**config.mk**
```make
export PLATFORM = sky130hd
export DESIGN_NAME = mux_21_arbiter_flat
export DESIGN_NICKNAME = d
export VERILOG_FILES = /design/src/rtl/mux_21_arbiter_if.sv /design/src/rtl/mux_21_arbiter.sv /design/src/flat_wrapper.sv
export SDC_FILE = /design/constraint.sdc
export NUM_CORES = 1
export LEC_CHECK = 0
export BUFFER_PORTS_ARGS = -buffer_cell sky130_fd_sc_hd__buf_2
export CORE_ASPECT_RATIO = 1.2
export CORE_MARGIN = 2
export CORE_UTILIZATION = 25
export CTS_CLUSTER_DIAMETER = 60
export DETAILED_ROUTE_END_ITERATION = 6
export GPL_TIMING_DRIVEN = 0
export PLACE_DENSITY = 0.53
export SYNTH_ARGS = -nofsm -noshare
export SYNTH_HDL_FRONTEND = slang
export SYNTH_SLANG_ARGS = --single-unit
```
**constraint.sdc**
```tcl
create_clock -name clk -period 3.1 [get_ports clk]
set_input_delay 0.155 -clock clk [delete_from_list [all_inputs] [get_ports clk]]
set_output_delay 0.155 -clock clk [all_outputs]
set_load 0.02 [all_outputs]
```
**src/rtl/mux_21_arbiter_if.sv**
```systemverilog
// mux_21_arbiter_if: requester beats, grant status and registered output channel
// shared between the two requesters, the arbiter and the downstream consumer.
interface mux_21_arbiter_if #(parameter int WIDTH = 8);
    logic req_a, last_a, ack_a;
    logic req_b, last_b, ack_b;
    logic sel, busy, out_valid, out_ready;
    logic [WIDTH-1:0] in_a, in_b, out;
    modport master(
        output req_a, in_a, last_a, req_b, in_b, last_b, out_ready,
        input  ack_a, ack_b, sel, busy, out, out_valid
    );
    modport slave(
        input  req_a, in_a, last_a, req_b, in_b, last_b, out_ready,
        output ack_a, ack_b, sel, busy, out, out_valid
    );
endinterface

```
**src/rtl/mux_21_arbiter.sv**
```systemverilog
// mux_21_arbiter: round-robin burst arbiter driving a registered 2:1 mux output
// with a valid/ready handshake toward the consumer.
module mux_21_arbiter #(
    parameter int WIDTH     = 8,
    parameter int MAX_BURST = 16
) (
    input logic clk,
    input logic rst_n,
    mux_21_arbiter_if.slave bus
);
    localparam int CW = $clog2(MAX_BURST) + 1;
    typedef enum logic [1:0] {IDLE, GRANT_A, GRANT_B} state_t;
    state_t state;
    logic sel, busy, out_valid, prev_b;
    logic [WIDTH-1:0] out, din;
    logic [CW-1:0] beat_cnt;
    logic can_push, ack_a, ack_b, ack, req_g, last_g, done, pick_b;
    assign can_push = ~out_valid | bus.out_ready;
    assign ack_a    = (state == GRANT_A) & bus.req_a & can_push;
    assign ack_b    = (state == GRANT_B) & bus.req_b & can_push;
    assign ack      = ack_a | ack_b;
    assign din      = (state == GRANT_B) ? bus.in_b : bus.in_a;
    assign req_g    = (state == GRANT_B) ? bus.req_b : bus.req_a;
    assign last_g   = (state == GRANT_B) ? bus.last_b : bus.last_a;
    assign done     = ~req_g | (ack & (last_g | (beat_cnt == CW'(MAX_BURST - 1))));
    assign pick_b   = bus.req_b & (~bus.req_a | ~prev_b);
    always_ff @(posedge clk or negedge rst_n) begin
        if (!rst_n) begin
            state     <= IDLE;
            sel       <= 1'b0;
            busy      <= 1'b0;
            out       <= '0;
            out_valid <= 1'b0;
            beat_cnt  <= '0;
            prev_b    <= 1'b1;  // B counts as last served so A wins the first contention
        end else begin
            if (ack) begin
                out       <= din;
                out_valid <= 1'b1;
            end else if (bus.out_ready) begin
                out_valid <= 1'b0;
            end
            if (state == IDLE) begin
                if (bus.req_a | bus.req_b) begin
                    state <= pick_b ? GRANT_B : GRANT_A;
                    sel   <= pick_b;
                    busy  <= 1'b1;
                end
            end else if (done) begin
                state    <= IDLE;
                busy     <= 1'b0;
                beat_cnt <= '0;
                prev_b   <= (state == GRANT_B);
            end else if (ack) begin
                beat_cnt <= beat_cnt + 1'b1;
            end
        end
    end
    assign bus.ack_a     = ack_a;
    assign bus.ack_b     = ack_b;
    assign bus.sel       = sel;
    assign bus.busy      = busy;
    assign bus.out       = out;
    assign bus.out_valid = out_valid;
endmodule

```
**src/flat_wrapper.sv**
```systemverilog
// flat-port wrapper written by rule: the top's interface ports become plain ports
module mux_21_arbiter_flat 
#(
    parameter int WIDTH     = 8,
    parameter int MAX_BURST = 16
)
  (clk, rst_n, bus_req_a, bus_in_a, bus_last_a, bus_req_b, bus_in_b, bus_last_b, bus_out_ready, bus_ack_a, bus_ack_b, bus_sel, bus_busy, bus_out, bus_out_valid);
  mux_21_arbiter_if #(.WIDTH(WIDTH)) bus_i ();
  input logic clk;
  input logic rst_n;
  input wire logic [$bits(bus_i.req_a)-1:0] bus_req_a;
  input wire logic [$bits(bus_i.in_a)-1:0] bus_in_a;
  input wire logic [$bits(bus_i.last_a)-1:0] bus_last_a;
  input wire logic [$bits(bus_i.req_b)-1:0] bus_req_b;
  input wire logic [$bits(bus_i.in_b)-1:0] bus_in_b;
  input wire logic [$bits(bus_i.last_b)-1:0] bus_last_b;
  input wire logic [$bits(bus_i.out_ready)-1:0] bus_out_ready;
  output wire logic [$bits(bus_i.ack_a)-1:0] bus_ack_a;
  output wire logic [$bits(bus_i.ack_b)-1:0] bus_ack_b;
  output wire logic [$bits(bus_i.sel)-1:0] bus_sel;
  output wire logic [$bits(bus_i.busy)-1:0] bus_busy;
  output wire logic [$bits(bus_i.out)-1:0] bus_out;
  output wire logic [$bits(bus_i.out_valid)-1:0] bus_out_valid;
  assign bus_i.req_a = bus_req_a;
  assign bus_i.in_a = bus_in_a;
  assign bus_i.last_a = bus_last_a;
  assign bus_i.req_b = bus_req_b;
  assign bus_i.in_b = bus_in_b;
  assign bus_i.last_b = bus_last_b;
  assign bus_i.out_ready = bus_out_ready;
  assign bus_ack_a = bus_i.ack_a;
  assign bus_ack_b = bus_i.ack_b;
  assign bus_sel = bus_i.sel;
  assign bus_busy = bus_i.busy;
  assign bus_out = bus_i.out;
  assign bus_out_valid = bus_i.out_valid;
  mux_21_arbiter #(.WIDTH(WIDTH), .MAX_BURST(MAX_BURST)) u_core (.clk(clk), .rst_n(rst_n), .bus(bus_i));
endmodule
```
==> impl_metrics.toml <==
[timing]
fin_crit_ns = 2.08
setup_viol = 0
finalHoldViolCount = 0
fin_crit_sh = 0.670
skew_ns = 0.00126
relSlewSlack = 0.308
tightest_slew_ns = 1.04
rsz0062_at_grt = "no"
fmax_mhz = 482
fin_tns_setup_ns = 0
slew_violations = 0

[worst_setup_path]
path_max_fanout = 8
reg2reg_depth = 4
r2r-start = "u_core.state[0]"
endpoint_kind = "flip-flop"
arrival_ns = 2.22
regToRegSetupSlack_ns = 1.02
setup.worst_path.class = "reg2reg"
timing.rr.end = "u_core.beat_cnt[2]"
cp.required_ns = 3.24
critPathLaunchType = "flip-flop"

[logic_synthesis]
ys_types = 28
synth.largest_area_cell = "dfrtp_1"
synthTopCellsByArea = "dfrtp_1, mux2i_1, a21oi_1"
yosysWarnings = 0
syn_area_um2 = 957
avgSynthCellArea_um2 = 10.4
syn_inst = 92
synth_nets = 117
synth_top_area_share = 0.471
ys_seq_area_frac = 0.498
ys_seq_elements = 19

[placement]
post-place-cells = 179
io_buffers = 35
hpwl_um = 1680
routabilityCongestion = 0.712

[floorplanning]
rows = 24
dieHeight_um = 71.8
core_area_um2 = 3660
fp.dieArea_um2 = 4340
ioPinCount = 36
start_util = 0.261
die_w_um = 60.5

[worst_hold_path]
hold_depth = 2
hp-start = "bus_req_a"
holdPathEnd = "u_core.bus.sel"
hold_path.class = "in2reg"

[clock_tree]
cts_tree = "done"
cts-root-buf = "clkbuf_8"
clk_pin_slew_ns = 0.07
post_cts_resized = 0
cts_buffers = 3
cts_sinks = 19
cts_htree_levels = 1
worstSkewPairLatency_ns = 0.25
clockBufferDepth = 2

[cells_and_area]
final_common_cell = "buf_2"
regArea_um2 = 477
drive_above_1_share = 0.326
fill_cells = 392
fin_nets = 158
synthToLayoutAreaGrowth_pct = 31.0
final_cells = 184
diodes = 0
multi_input_area_um2 = 462
most-common-layout-cells = "buf_2, dfrtp_1, nor2_1"

[drt]
first_iter_violations = 75
drc_errors = 0
drt-met1-wl_um = 909
route.met3.wl_um = 75
drt-pass1-iter-count = 4
wl_um = 2140
dr_wl_met2_um = 1130
vias = 840
ant_nets = 0
wire_per_inst_um = 11.6
top_layer_used = "met4"
drt-vias-per-instance = 4.57

[grt]
track_usage = 0.117
grt_pass1_wl_um = 3870
first_global_vias = 904
grt_max_degree = 20
overflow = 0
antenna_found_initial = 0

[power]
comb_power_share = 0.480
p_int_mw = 0.667
swShare = 0.416
p_sw_mw = 0.475
power_leakage_nw = 0.583
clockPowerShare = 0.150
p_per_area_nw_per_um2 = 911
peakVddDrop_uv = 349
seqPwrFrac = 0.370

[status]
status = "finished clean"

[job]
maxCapViolCount = 0
-- power by group through the flow --
stage,combinational [mW],clock (mW),sequential [mW]
after floorplan,0.306,0,0.507
after global placement,0.544,0,0.425
after detailed placement,0.558,0,0.427
after CTS,0.559,0.179,0.423
after global routing,0.613,0.192,0.440
final,0.549,0.171,0.422
-- registers in the layout, indices dropped and copies added, names as in the netlist --
register / cells
u_core.bus.busy: 1
u_core.bus.sel: 1
u_core.beat_cnt: 5
u_core.bus.out_valid: 1
u_core.state: 2
u_core.bus.out: 8
u_core.prev_b: 1
-- how the worst max path moves through the flow --
stage | startpoint | end | slack (ns)
after floorplan | u_core.state[0] | u_core.beat_cnt[2] | 1.35
after global placement | u_core.state[0] | u_core.beat_cnt[2] | 1.09
after detailed placement | u_core.state[0] | u_core.beat_cnt[2] | 1.04
after CTS | u_core.state[0] | u_core.beat_cnt[2] | 1.04
after global routing | u_core.state[0] | u_core.beat_cnt[2] | 0.91
final | u_core.state[0] | u_core.beat_cnt[2] | 1.02
-- per-stage QoR --
stage	utilization	power (mW)	instance area [µm²]	setup slack (ns)	hold slack, ns
after floorplan	-	0.813	957	1.35	-0.141
after global placement	0.327	0.969	1200	1.09	0.127
after detailed placement	0.327	0.984	1200	1.04	0.130
after CTS	0.342	1.16	1250	1.04	0.170
after global routing	0.342	1.25	1250	0.909	0.191
final	0.342	1.14	1250	1.02	0.175
-- synthesized netlist by cell type --
cell type   n
a21bo_1     1
a21oi_1    10
a221o_1     2
a222oi_1    1
a22o_1      1
a31oi_1     1
a32o_1      3
and3_1      1
buf_4       1
clkbuf_1    1
dfrtp_1    18
dfstp_2     1
ha_1        2
inv_1       2
mux2i_1     9
nand2_1     4
nand2b_1    3
nand3_1     2
nand3b_1    3
nor2_1     12
nor2b_1     6
nor3_1      1
nor3_2      1
nor4b_1     1
o21ai_0     2
o21ai_1     1
o21bai_2    1
or3_1       1
-- kinds of logic after synthesis --
kind of cell,Yosys count,synth area share
and+or+nand+nor,35,0.193
buffers and inverters,4,0.0196
muxes,9,0.0941
adders and majority gates,2,0.0261
AOI/OAI and AO/OA,23,0.169
DFF,19,0.498
-- worst max-delay path, stage by stage (launching register included) --
cell,delay (ns)
dfrtp_1,0.44
nor2b_1,0.16
a222oi_1,0.88
nor3_2,0.14
a221o_1,0.34
-- repair_timing --
item | in CTS | in global routing
buffers inserted | 0 | 0
hold endpoints to repair | 18 | 0
hold buffers | 1 | 0
-- layout make-up --
class | instances | share of cell area
Sequential cell | 19 | 0.380
Clock buffer | 3 | 0.0329
Clock inverter | 1 | 0.00399
Timing Repair Buffer | 36 | 0.148
Inverter | 2 | 0.00599
Tap cell | 52 | 0.0519
Buffer | 2 | 0.00898
Multi-Input combinational cell | 69 | 0.368
-- layer usage --
metal | GRT usage | vias up
li1 | - | 411
met1 | 0.134 | 410
met2 | 0.200 | 17
met3 | 0.0271 | 2
met4 | 0.0580 | 0
met5 | 0 | -
Power figures use the tool's default switching activity.
